## config.mk

```make
export PLATFORM = sky130hd
export DESIGN_NAME = fetch_queue
export DESIGN_NICKNAME = d
export VERILOG_FILES = /design/src/rtl/fetch_queue.sv
export SDC_FILE = /design/constraint.sdc
export NUM_CORES = 1
export LEC_CHECK = 0
export ABC_AREA = 1
export ABC_CLOCK_PERIOD_IN_PS = 11900
export CAP_MARGIN = 20
export CORE_ASPECT_RATIO = 1.2
export CORE_UTILIZATION = 55
export DETAILED_ROUTE_END_ITERATION = 6
export PLACE_DENSITY = 0.82
export REMOVE_ABC_BUFFERS = 1
export SETUP_SLACK_MARGIN = 0.05
export SLEW_MARGIN = 20
export SYNTH_ARGS = -nofsm -noshare
export SYNTH_HDL_FRONTEND = slang
export SYNTH_SLANG_ARGS = --single-unit
```

## constraint.sdc

```tcl
create_clock -name clk -period 11.9 [get_ports clk]
set_input_delay 1.19 -clock clk [delete_from_list [all_inputs] [get_ports clk]]
set_output_delay 1.19 -clock clk [all_outputs]
set_load 0.01 [all_outputs]
```

## src/rtl/fetch_queue.sv

```systemverilog
// fetch_queue: in-order instruction buffer between fetch and decode, with a one-cycle redirect flush.
// Latency: a packet accepted at edge N is visible on d_* right after edge N; no fetch-to-decode bypass.
// Backpressure: f_ready drops when full or once a page fault is held (until flush); never depends on d_ready.
module fetch_queue #(
  parameter int DEPTH = 4
) (
  input  logic                       clk,
  input  logic                       rst_n,
  input  logic                       f_valid,
  output logic                       f_ready,
  input  logic [31:0]                f_inst,
  input  logic [63:0]                f_pc,
  input  logic                       f_page_fault,
  input  logic [4:0]                 f_cause,
  input  logic [63:0]                f_tval,
  input  logic                       flush,
  output logic                       d_valid,
  input  logic                       d_ready,
  output logic [31:0]                d_inst,
  output logic [63:0]                d_pc,
  output logic                       d_page_fault,
  output logic [4:0]                 d_cause,
  output logic [63:0]                d_tval,
  output logic [$clog2(DEPTH):0]     d_count
);

  localparam int AW = $clog2(DEPTH);
  localparam int CW = AW + 1;

  typedef struct packed {
    logic [31:0] inst;
    logic [63:0] pc;
    logic        page_fault;
    logic [4:0]  cause;
    logic [63:0] tval;
  } entry_t;

  entry_t          mem [DEPTH];
  entry_t          wr_entry;
  entry_t          head;
  logic [AW-1:0]   wr_ptr;
  logic [AW-1:0]   rd_ptr;
  logic [CW-1:0]   count;
  logic            fault_hold;
  logic            push;
  logic            pop;

  // Handshake qualification; flush swallows both sides of the cycle.
  always_comb begin
    f_ready = (count != CW'(DEPTH)) && !fault_hold;
    d_valid = (count != '0);
    push    = f_valid && f_ready && !flush;
    pop     = d_valid && d_ready && !flush;
  end

  // Pack the incoming fetch packet into a storage entry.
  always_comb begin
    wr_entry.inst       = f_inst;
    wr_entry.pc         = f_pc;
    wr_entry.page_fault = f_page_fault;
    wr_entry.cause      = f_cause;
    wr_entry.tval       = f_tval;
  end

  // Entry storage; contents are don't-care until written, so no reset.
  always_ff @(posedge clk) begin
    if (push) begin
      mem[wr_ptr] <= wr_entry;
    end
  end

  // Pointers, occupancy and fault hold; flush wins over any push/pop.
  always_ff @(posedge clk or negedge rst_n) begin
    if (!rst_n) begin
      wr_ptr     <= '0;
      rd_ptr     <= '0;
      count      <= '0;
      fault_hold <= 1'b0;
    end else if (flush) begin
      wr_ptr     <= '0;
      rd_ptr     <= '0;
      count      <= '0;
      fault_hold <= 1'b0;
    end else begin
      if (push) begin
        wr_ptr <= wr_ptr + AW'(1);
        if (f_page_fault) begin
          fault_hold <= 1'b1;
        end
      end
      if (pop) begin
        rd_ptr <= rd_ptr + AW'(1);
      end
      case ({push, pop})
        2'b10:   count <= count + CW'(1);
        2'b01:   count <= count - CW'(1);
        default: count <= count;
      endcase
    end
  end

  // Head presentation; data forced to zero while empty.
  always_comb begin
    head         = mem[rd_ptr];
    d_inst       = d_valid ? head.inst       : '0;
    d_pc         = d_valid ? head.pc         : '0;
    d_page_fault = d_valid ? head.page_fault : 1'b0;
    d_cause      = d_valid ? head.cause      : '0;
    d_tval       = d_valid ? head.tval       : '0;
    d_count      = count;
  end

endmodule
```

==> results of run 1 <==
-- routing by layer --
layer  track usage (%)  vias to the layer above  wire (um)
met2             41.07                      758      31120
met1             32.94                     8356      24180
met3             5.063                      148       5093
met5                 0                        -         56
met4             11.61                        8       2275
li1                  -                     7804          -
-- layout make-up --
cell class                 instances  area (sq um)
antenna                           11         27.53
clock buffer                      81          1674
fill                            3153         15140
clock inverter                    30         240.2
inverter                          16         77.57
multi-input combinational       1210          5284
sequential                       672         20150
timing repair buffer             361          3660
tap                              623         779.5
-- synthesized netlist by cell type (2+ instances only) --
library cell / count / share of area (%)
a21oi_1: 170 / 3.3
buf_6: 13 / 0.56
inv_2: 3 / 0.043
nand2_1: 16 / 0.23
clkbuf_1: 10 / 0.14
nor2_2: 2 / 0.048
edfxtp_1: 664 / 76
o21ai_0: 96 / 1.8
nand2_2: 3 / 0.072
clkbuf_2: 17 / 0.33
buf_4: 4 / 0.11
ha_1: 4 / 0.19
dfrtp_1: 8 / 0.76
buf_1: 4 / 0.057
inv_1: 12 / 0.17
nor2_1: 669 / 9.6
buf_2: 80 / 1.5
nand3_1: 8 / 0.15
o21ai_1: 240 / 4.6
-- through the flow --
step,utilization [%],instances,hold slack (ns)
finish,67.81,3004,0.5813
global placement,63.44,2878,0.5371
detailed placement,63.54,2880,0.5492
global route,67.80,3002,0.5972
floorplan,-,1898,0.5147
CTS,67.61,2991,0.5616
-- report_power, final --
| group | internal [W] | switching, W | leakage [nW] |
|---|---|---|---|
| Sequential | 0.00269 | 0.0000432 | 6.11 |
| Clock | 0.00107 | 0.000813 | 0.942 |
| Combinational | 0.000630 | 0.000893 | 3.53 |
| Total | 0.00439 | 0.00175 | 10.6 |
-- state kept, by name, summed over array words and instances (netlist names) --
| register | flops |
|---|---|
| rd_ptr | 2 |
| d_count | 3 |
| fault_hold | 1 |
| wr_ptr | 2 |
| mem | 664 |
-- kinds of logic after synthesis --
group | after synthesis | share of synthesized area (%)
buffers and inverters | 144 | 2.969
adders and majority gates | 5 | 0.2677
AOI/OAI and AO/OA | 506 | 9.677
and+or+nand+nor | 698 | 10.10
DFF | 672 | 76.96
xor gates and xnor gates | 1 | 0.03347
-- worst max path at each step --
stage	start	slack [ns]	cells after the start	to
after floorplan	rd_ptr[0]	1.19	3	d_cause[4]
after global placement	rd_ptr[0]	6.99	7	d_pc[31]
after detailed placement	rd_ptr[0]	6.94	7	d_pc[31]
after CTS	rd_ptr[0]	6.27	7	d_pc[31]
after global routing	rd_ptr[0]	6.18	8	d_inst[12]
final	rd_ptr[0]	6.47	8	d_pc[31]
-- critical path, stage by stage, from the launching register on --
cell,delay (ns)
dfrtp_4,0.86
buf_4,0.71
buf_4,0.52
buf_16,0.32
nor2_1,0.09
nor2_1,0.09
o21ai_1,0.07
a21oi_1,0.30
clkdlybuf4s50_1,0.59
==> results_dict.tcl, run 1 <==
set metrics [dict create \
    status "complete, no violations" \
    grt_pass1_wl_um 92930 \
    layout-drive-gt1-share_pct 4.937 \
    route.detailed.drc 0 \
    final_cell_mix "665 x nor2_1, 664 x edfxtp_1, 341 x clkdlybuf4s50_1, 240 x o21ai_1, 170 x a21oi_1" \
    synth-seq-cells 672 \
    critical_path_class "reg -> out" \
    initial_core_util_pct 55.65 \
    finalWeightedCongestion 0.8057 \
    tritoncts "built" \
    hold_class "reg -> reg" \
    die_w_um 201.1 \
    syn-cell-area_sq_mm 0.02617 \
    die_area_sq_mm 0.04846 \
    routedWlPerCell_um 20.88 \
    p_total_w 0.006139 \
    ys.warnings.count 0 \
    io_buffer_count 341 \
    irDropWorstVdd_uv 135.6 \
    insertion_delay_ns 0.62 \
    rows 87 \
    slew_violations 0 \
    required_ns 10.71 \
    ys.flop_type "edfxtp_1" \
    setup_viol 0 \
    drt_iter0_drc 1548 \
    cts_max_level 2 \
    cp.arrival_ns 4.24 \
    cts.sinks 672 \
    hp-start "fault_hold" \
    cts_root_buffer "clkbuf_16" \
    min_to "fault_hold" \
    layout_setup_ws_ns 6.467 \
    ys_seq_area_share_pct 76.96 \
    core_area_sq_mm 0.04703 \
    synth_edf_count 664 \
    drt_wl_total_um 62730 \
    stdcell_area_sq_mm 0.03189 \
    relSlewSlack_pct 27.87 \
    fin_skew_ns 0.01387 \
    worstSetupStartpointType "register" \
    globalRouteTotalUtil_pct 25.19 \
    grt_pass1_vias 16820 \
    drt_first_pass_iters 7 \
    p_leak_nw 10.58 \
    cts-buffers-inserted 61 \
    pre_cts_ws_ns 6.940 \
    max_freq_mhz 184.1 \
    final_common_cell "nor2_1" \
    period_needed_ns 5.433 \
    synthCells 2026 \
    drv_cap 0 \
    grt.overflow.total 0 \
    final-hold-violation-count 0 \
    via_per_inst 5.684 \
    clkSlewWorstSetupHoldPaths_ns 0.06 \
    grt_max_degree 167 \
    hold_depth 2 \
    antenna_found_initial 14 \
    powerDensity_mw_per_mm2 192.5 \
    rsz0062_at_grt "no" \
    postCtsHoldBufs 0 \
    syn_to_final_growth_pct 21.85 \
    cts_max_path_buffers 3 \
    synth_cell_types 22 \
    cp-end-kind "output pin" \
    period_share_pct 45.65 \
    finalSetupTns_ns 0 \
    worstPathMaxFanout 70 \
    cts_resized 0 \
    dpl_cell_area_sq_mm 0.02988 \
    worstMarginPinSlew_ns 1.082 \
    ioPinCount 342 \
    synthArstFlopShare_pct 1.190 \
    die_y_um 241.0 \
    r2r-start "d_count[0]" \
    rrSetupSlack_ns 8.44 \
    post_cts_buffers 0 \
    rr_worst_depth 5 \
    avgSynthCellArea_sq_um 12.92 \
    hpwl_um 34510 \
    postRouteAntennaNets 0 \
    nets 2498 \
    reg2reg_to "mem[2][56]" \
    num_vias 17070 \
]
No activity file was read; power rests on OpenSTA's default activity.
==> run 2: changes to the inputs <==
- ABC_CLOCK_PERIOD_IN_PS: 11900 -> 4500
- CORE_UTILIZATION: 55 -> 50
- PLACE_DENSITY: 0.82 -> 0.78
- clock period: 11.9 -> 4.5 ns (I/O delays scaled with it)
==> results_dict.tcl, run 2 (synthesized netlist as in run 1, its figures left out) <==
set metrics [dict create \
    cp.arrival_ns 3.11 \
    syn_to_final_growth_pct 23.89 \
    clkSlewWorstSetupHoldPaths_ns 0.06 \
    grt_pass1_vias 17020 \
    final_common_cell "nor2_1" \
    drv_cap 0 \
    postCtsHoldBufs 0 \
    final_cell_mix "665 x nor2_1, 664 x edfxtp_1, 341 x clkdlybuf4s50_1, 240 x o21ai_1, 170 x a21oi_1" \
    rsz0062_at_grt "no" \
    drt_first_pass_iters 5 \
    grt.overflow.total 0 \
    nets 2517 \
    hold_class "in -> async" \
    worstMarginPinSlew_ns 0.9391 \
    via_per_inst 5.469 \
    ioPinCount 342 \
    pre_cts_ws_ns 1.392 \
    max_freq_mhz 280.9 \
    postRouteAntennaNets 0 \
    drt_wl_total_um 61800 \
    die_area_sq_mm 0.05326 \
    globalRouteTotalUtil_pct 22.92 \
    grt_max_degree 175 \
    cts-buffers-inserted 67 \
    initial_core_util_pct 50.74 \
    rows 91 \
    io_buffer_count 341 \
    route.detailed.drc 0 \
    tritoncts "built" \
    fin_skew_ns 0.02338 \
    required_ns 4.05 \
    slew_violations 0 \
    antenna_found_initial 7 \
    final-hold-violation-count 0 \
    grt_pass1_wl_um 93140 \
    layout_setup_ws_ns 0.9398 \
    die_y_um 252.6 \
    post_cts_buffers 0 \
    cts.sinks 672 \
    insertion_delay_ns 0.61 \
    die_w_um 210.8 \
    hold-worst-slack_ns 0.1518 \
    cp-end-kind "output pin" \
    finalWeightedCongestion 0.7715 \
    period_needed_ns 3.560 \
    setup_viol 0 \
    cts_max_level 3 \
    core_area_sq_mm 0.05158 \
    cts_root_buffer "clkbuf_16" \
    largest_register_ffs 664 \
    p_leak_nw 10.78 \
    p_total_w 0.01679 \
    relSlewSlack_pct 37.40 \
    routedWlPerCell_um 19.98 \
    worstPathMaxFanout 117 \
    num_vias 16920 \
    layout-drive-gt1-share_pct 6.106 \
    critical_path_class "reg -> out" \
    drt_iter0_drc 1306 \
    cts_max_path_buffers 3 \
    irDropWorstVdd_uv 398.3 \
    worstSetupStartpointType "register" \
    powerDensity_mw_per_mm2 517.7 \
    largest_register "mem" \
    cts_resized 0 \
    hpwl_um 33890 \
    status "complete, no violations" \
    period_share_pct 79.12 \
]
## run 2: cell types whose count changed in the layout (fill, tap and decap cells not counted), moves of 3 or more
cell	before	now
diode_2	11	5
clkbuf_16	63	68
bufinv_16	4	7
clkbuf_8	3	0
clkinv_1	14	11
clkinvlp_4	0	5
buf_16	3	0
buf_6	3	0
buf_12	2	15
clkinv_8	0	3
inv_6	3	6
clkbuf_1	15	10
buf_4	12	18
## run 2: routing by layer
layer	global-route usage (%)	routed length, um	vias up
li1	-	-	7856
met1	27.94	23770	8314
met2	39.34	31840	634
met3	5.132	4369	107
met4	9.565	1788	4
met5	0	28	-
## run 2: metrics by stage
step	TNS, ns	utilization, %	instance area, sq um	cells
floorplan	-3671.83	-	25460	1898
global placement	0	58.61	30230	2969
global route	0	62.86	32420	3093
detailed placement	0	58.61	30230	2969
CTS	0	62.84	32410	3088
finish	0	62.86	32420	3093
## run 2: path summary, 6_finish.rpt
kind	start	end	slack, ns	cells past startpoint
hold reg to reg	fault_hold	fault_hold	0.59	2
max in group asynchronous	rst_n	rd_ptr[0]	4.01	1
hold / removal	rst_n	fault_hold	0.15	1
setup / recovery	rd_ptr[0]	d_cause[4]	0.94	5
min in group clk	f_tval[33]	mem[0][33]	0.48	1
setup reg to reg	d_count[0]	mem[1][30]	1.85	5
## run 2: layout make-up
| class | instances | area (sq um) |
|---|---|---|
| flip-flops and latches | 672 | 20150 |
| fillers | 3641 | 19160 |
| multi-input cells | 1210 | 5284 |
| repair buffers | 374 | 3849 |
| clock buffers | 78 | 1739 |
| well taps | 697 | 872.1 |
| clock inverters | 41 | 441.7 |
| inverters | 16 | 77.57 |
| diodes | 5 | 12.51 |
## run 2: report_power, final
group	switching (W)	internal, W	leakage, nW
logic	0.00238	0.00172	3.61
clock network	0.00231	0.00320	1.05
registers	0.0000657	0.00712	6.11
total	0.00475	0.0120	10.8
## run 2: critical path: stages, from the launching register on
cell             delay [ns]
dfrtp_4                0.53
inv_8                  0.50
buf_4                  0.45
o21ai_0                0.17
a21oi_1                0.21
clkdlybuf4s50_1        0.59
==> run 3: changes to the inputs <==
- ABC_CLOCK_PERIOD_IN_PS: 4500 -> 3100
- clock period: 4.5 -> 3.1 ns (I/O delays scaled with it)
==> results_dict.tcl, run 3 (synthesized netlist as in run 1, its figures left out) <==
set metrics [dict create \
    routedWlPerCell_um 20.67 \
    cts_root_buffer "clkbuf_16" \
    grt_max_degree 93 \
    power.net_switching_w 0.006943 \
    relSlewSlack_pct 57.60 \
    cts.sinks 672 \
    cts_max_path_buffers 3 \
    antenna_found_initial 8 \
    globalRouteTotalUtil_pct 23.91 \
    stdcell_area_sq_mm 0.03257 \
    path_cells "buf_12 > inv_16 > buf_4 > o21ai_0 > a21oi_1 > clkdlybuf4s50_1" \
    hold_class "in -> reg" \
    via_per_inst 5.535 \
    drv_cap 0 \
    internal_power_w 0.01699 \
    seq_power_share_pct 43.5 \
    initial_core_util_pct 50.74 \
    p_leak_nw 10.91 \
    io_buffer_count 341 \
    powerDensity_mw_per_mm2 734.9 \
    final-hold-violation-count 0 \
    die_w_um 210.8 \
    drt_wl_total_um 64180 \
    rsz0062_at_grt "yes" \
    slowest_delay_ns 0.59 \
    p_total_w 0.02394 \
    num_vias 17190 \
    required_ns 2.79 \
    worstPathMaxFanout 44 \
    grt_pass1_wl_um 96890 \
    die_area_sq_mm 0.05326 \
    worstMarginPinSlew_ns 0.6360 \
    n_fill_cell 3660 \
    cp.arrival_ns 2.73 \
    status "complete, no violations" \
    final_common_cell "nor2_1" \
    die_y_um 252.6 \
    dpl_cell_area_sq_mm 0.03036 \
    drt_iter0_drc 1538 \
    worstSetupStartpointType "register" \
    layout-drive-gt1-share_pct 6.703 \
    critical_path_class "reg -> out" \
    hpwl_um 36020 \
    largest_register "mem" \
    route.detailed.drc 0 \
    cts_max_level 2 \
    final_cell_mix "665 x nor2_1, 664 x edfxtp_1, 336 x clkdlybuf4s50_1, 240 x o21ai_1, 159 x a21oi_1" \
    cts-buffers-inserted 60 \
    max_freq_mhz 329.0 \
    irDropWorstVdd_uv 464.7 \
    power_frac_comb_pct 26.8 \
    largest_register_ffs 664 \
    syn_to_final_growth_pct 24.46 \
    drt_first_pass_iters 6 \
    period_share_pct 98.06 \
    ioPinCount 342 \
    finalWeightedCongestion 0.8014 \
    tritoncts "built" \
    core_area_sq_mm 0.05158 \
    insertion_delay_ns 0.62 \
    grt_pass1_vias 17230 \
    slew_violations 0 \
    switching_share_pct 29.00 \
    period_needed_ns 3.040 \
    p_clk_share_pct 29.7 \
    setup_viol 0 \
    fin_skew_ns 0.03231 \
    rows 91 \
    clkSlewWorstSetupHoldPaths_ns 0.07 \
    critPathSlowestCell "clkdlybuf4s50_1" \
    postRouteAntennaNets 0 \
    nets 2529 \
    cp-end-kind "output pin" \
    grt.overflow.total 0 \
]
[run 3: changes by cell type in the layout (fill, tap and decap cells not counted), moves of 5 or more]
cell             previous run  this run
a21oi_2                     0        11
clkbuf_16                  68        62
buf_6                       0         6
clkinv_1                   11        19
a21oi_1                   170       159
dlymetal6s2s_1              0         5
clkdlybuf4s50_1           341       336
[run 3: worst max-delay path, delay by kind of cell, from the launching register on]
family,cells,cell delay [ns]
buffers and inverters,4,1.21
flip-flops,1,0.49
AO/OA/AOI/OAI,2,0.41
[run 3: final timing paths]
check / start / end / slack, ns / cells past startpoint
hold / removal: f_tval[44] / mem[2][44] / 0.32 / 1
hold reg to reg: d_count[0] / d_count[0] / 0.57 / 2
min in group asynchronous: rst_n / d_count[2] / 0.53 / 2
setup reg to reg: d_count[1] / mem[0][57] / 0.61 / 5
setup / recovery: rd_ptr[0] / d_inst[30] / 0.06 / 6
max in group asynchronous: rst_n / rd_ptr[1] / 2.21 / 2
[run 3: cell type report]
cell class / count / area, sq um / area share, %
diodes: 6 / 15.01 / 0.04610
clock buffers: 71 / 1564 / 4.802
clock inverters: 40 / 302.8 / 0.9296
inverters: 16 / 107.6 / 0.3303
multi-input cells: 1210 / 5330 / 16.36
flip-flops and latches: 672 / 20150 / 61.86
well taps: 697 / 872.1 / 2.677
repair buffers: 393 / 4232 / 12.99
[run 3: what timing repair did]
| action | in CTS | in global routing |
|---|---|---|
| gates cloned | 3 | 1 |
| hold buffers | 1 | 0 |
| pin swaps | 0 | 1 |
| buffers inserted | 7 | 0 |
| gates resized for setup | 11 | 22 |
| setup endpoints to repair | 149 | 119 |
| endpoints found under the hold margin | 3 | 0 |
[run 3: metrics by stage]
stage	setup slack, ns	setup TNS [ns]	util (%)	cells	hold WS [ns]
after floorplan	-6.727	-4813.39	-	1898	0.01441
after global placement	0.5563	0	58.86	2976	0.5491
after detailed placement	0.5036	0	58.86	2976	0.5512
after CTS	0.06196	0	62.91	3098	0.2876
after global routing	-0.03723	-0.4639	63.15	3105	0.2936
final	0.06012	0	63.15	3105	0.3198
[run 3: per-layer routing]
metal	global-route usage, %	share of wire [%]
met3	4.150	6.7
met2	39.59	50
met4	11.01	4.1
met5	0	0.037
met1	30.90	40
[run 3: power by group through the flow]
| stage | clock (W) | combinational [W] | sequential (W) |
|---|---|---|---|
| 2_1_floorplan | 0 | 0.00262 | 0.0109 |
| 3_3_place_gp | 0 | 0.00599 | 0.0106 |
| 3_5_place_dp | 0 | 0.00609 | 0.0106 |
| 4_1_cts | 0.00719 | 0.00637 | 0.0104 |
| 5_1_grt | 0.00754 | 0.00688 | 0.0104 |
| 6_report | 0.00711 | 0.00641 | 0.0104 |
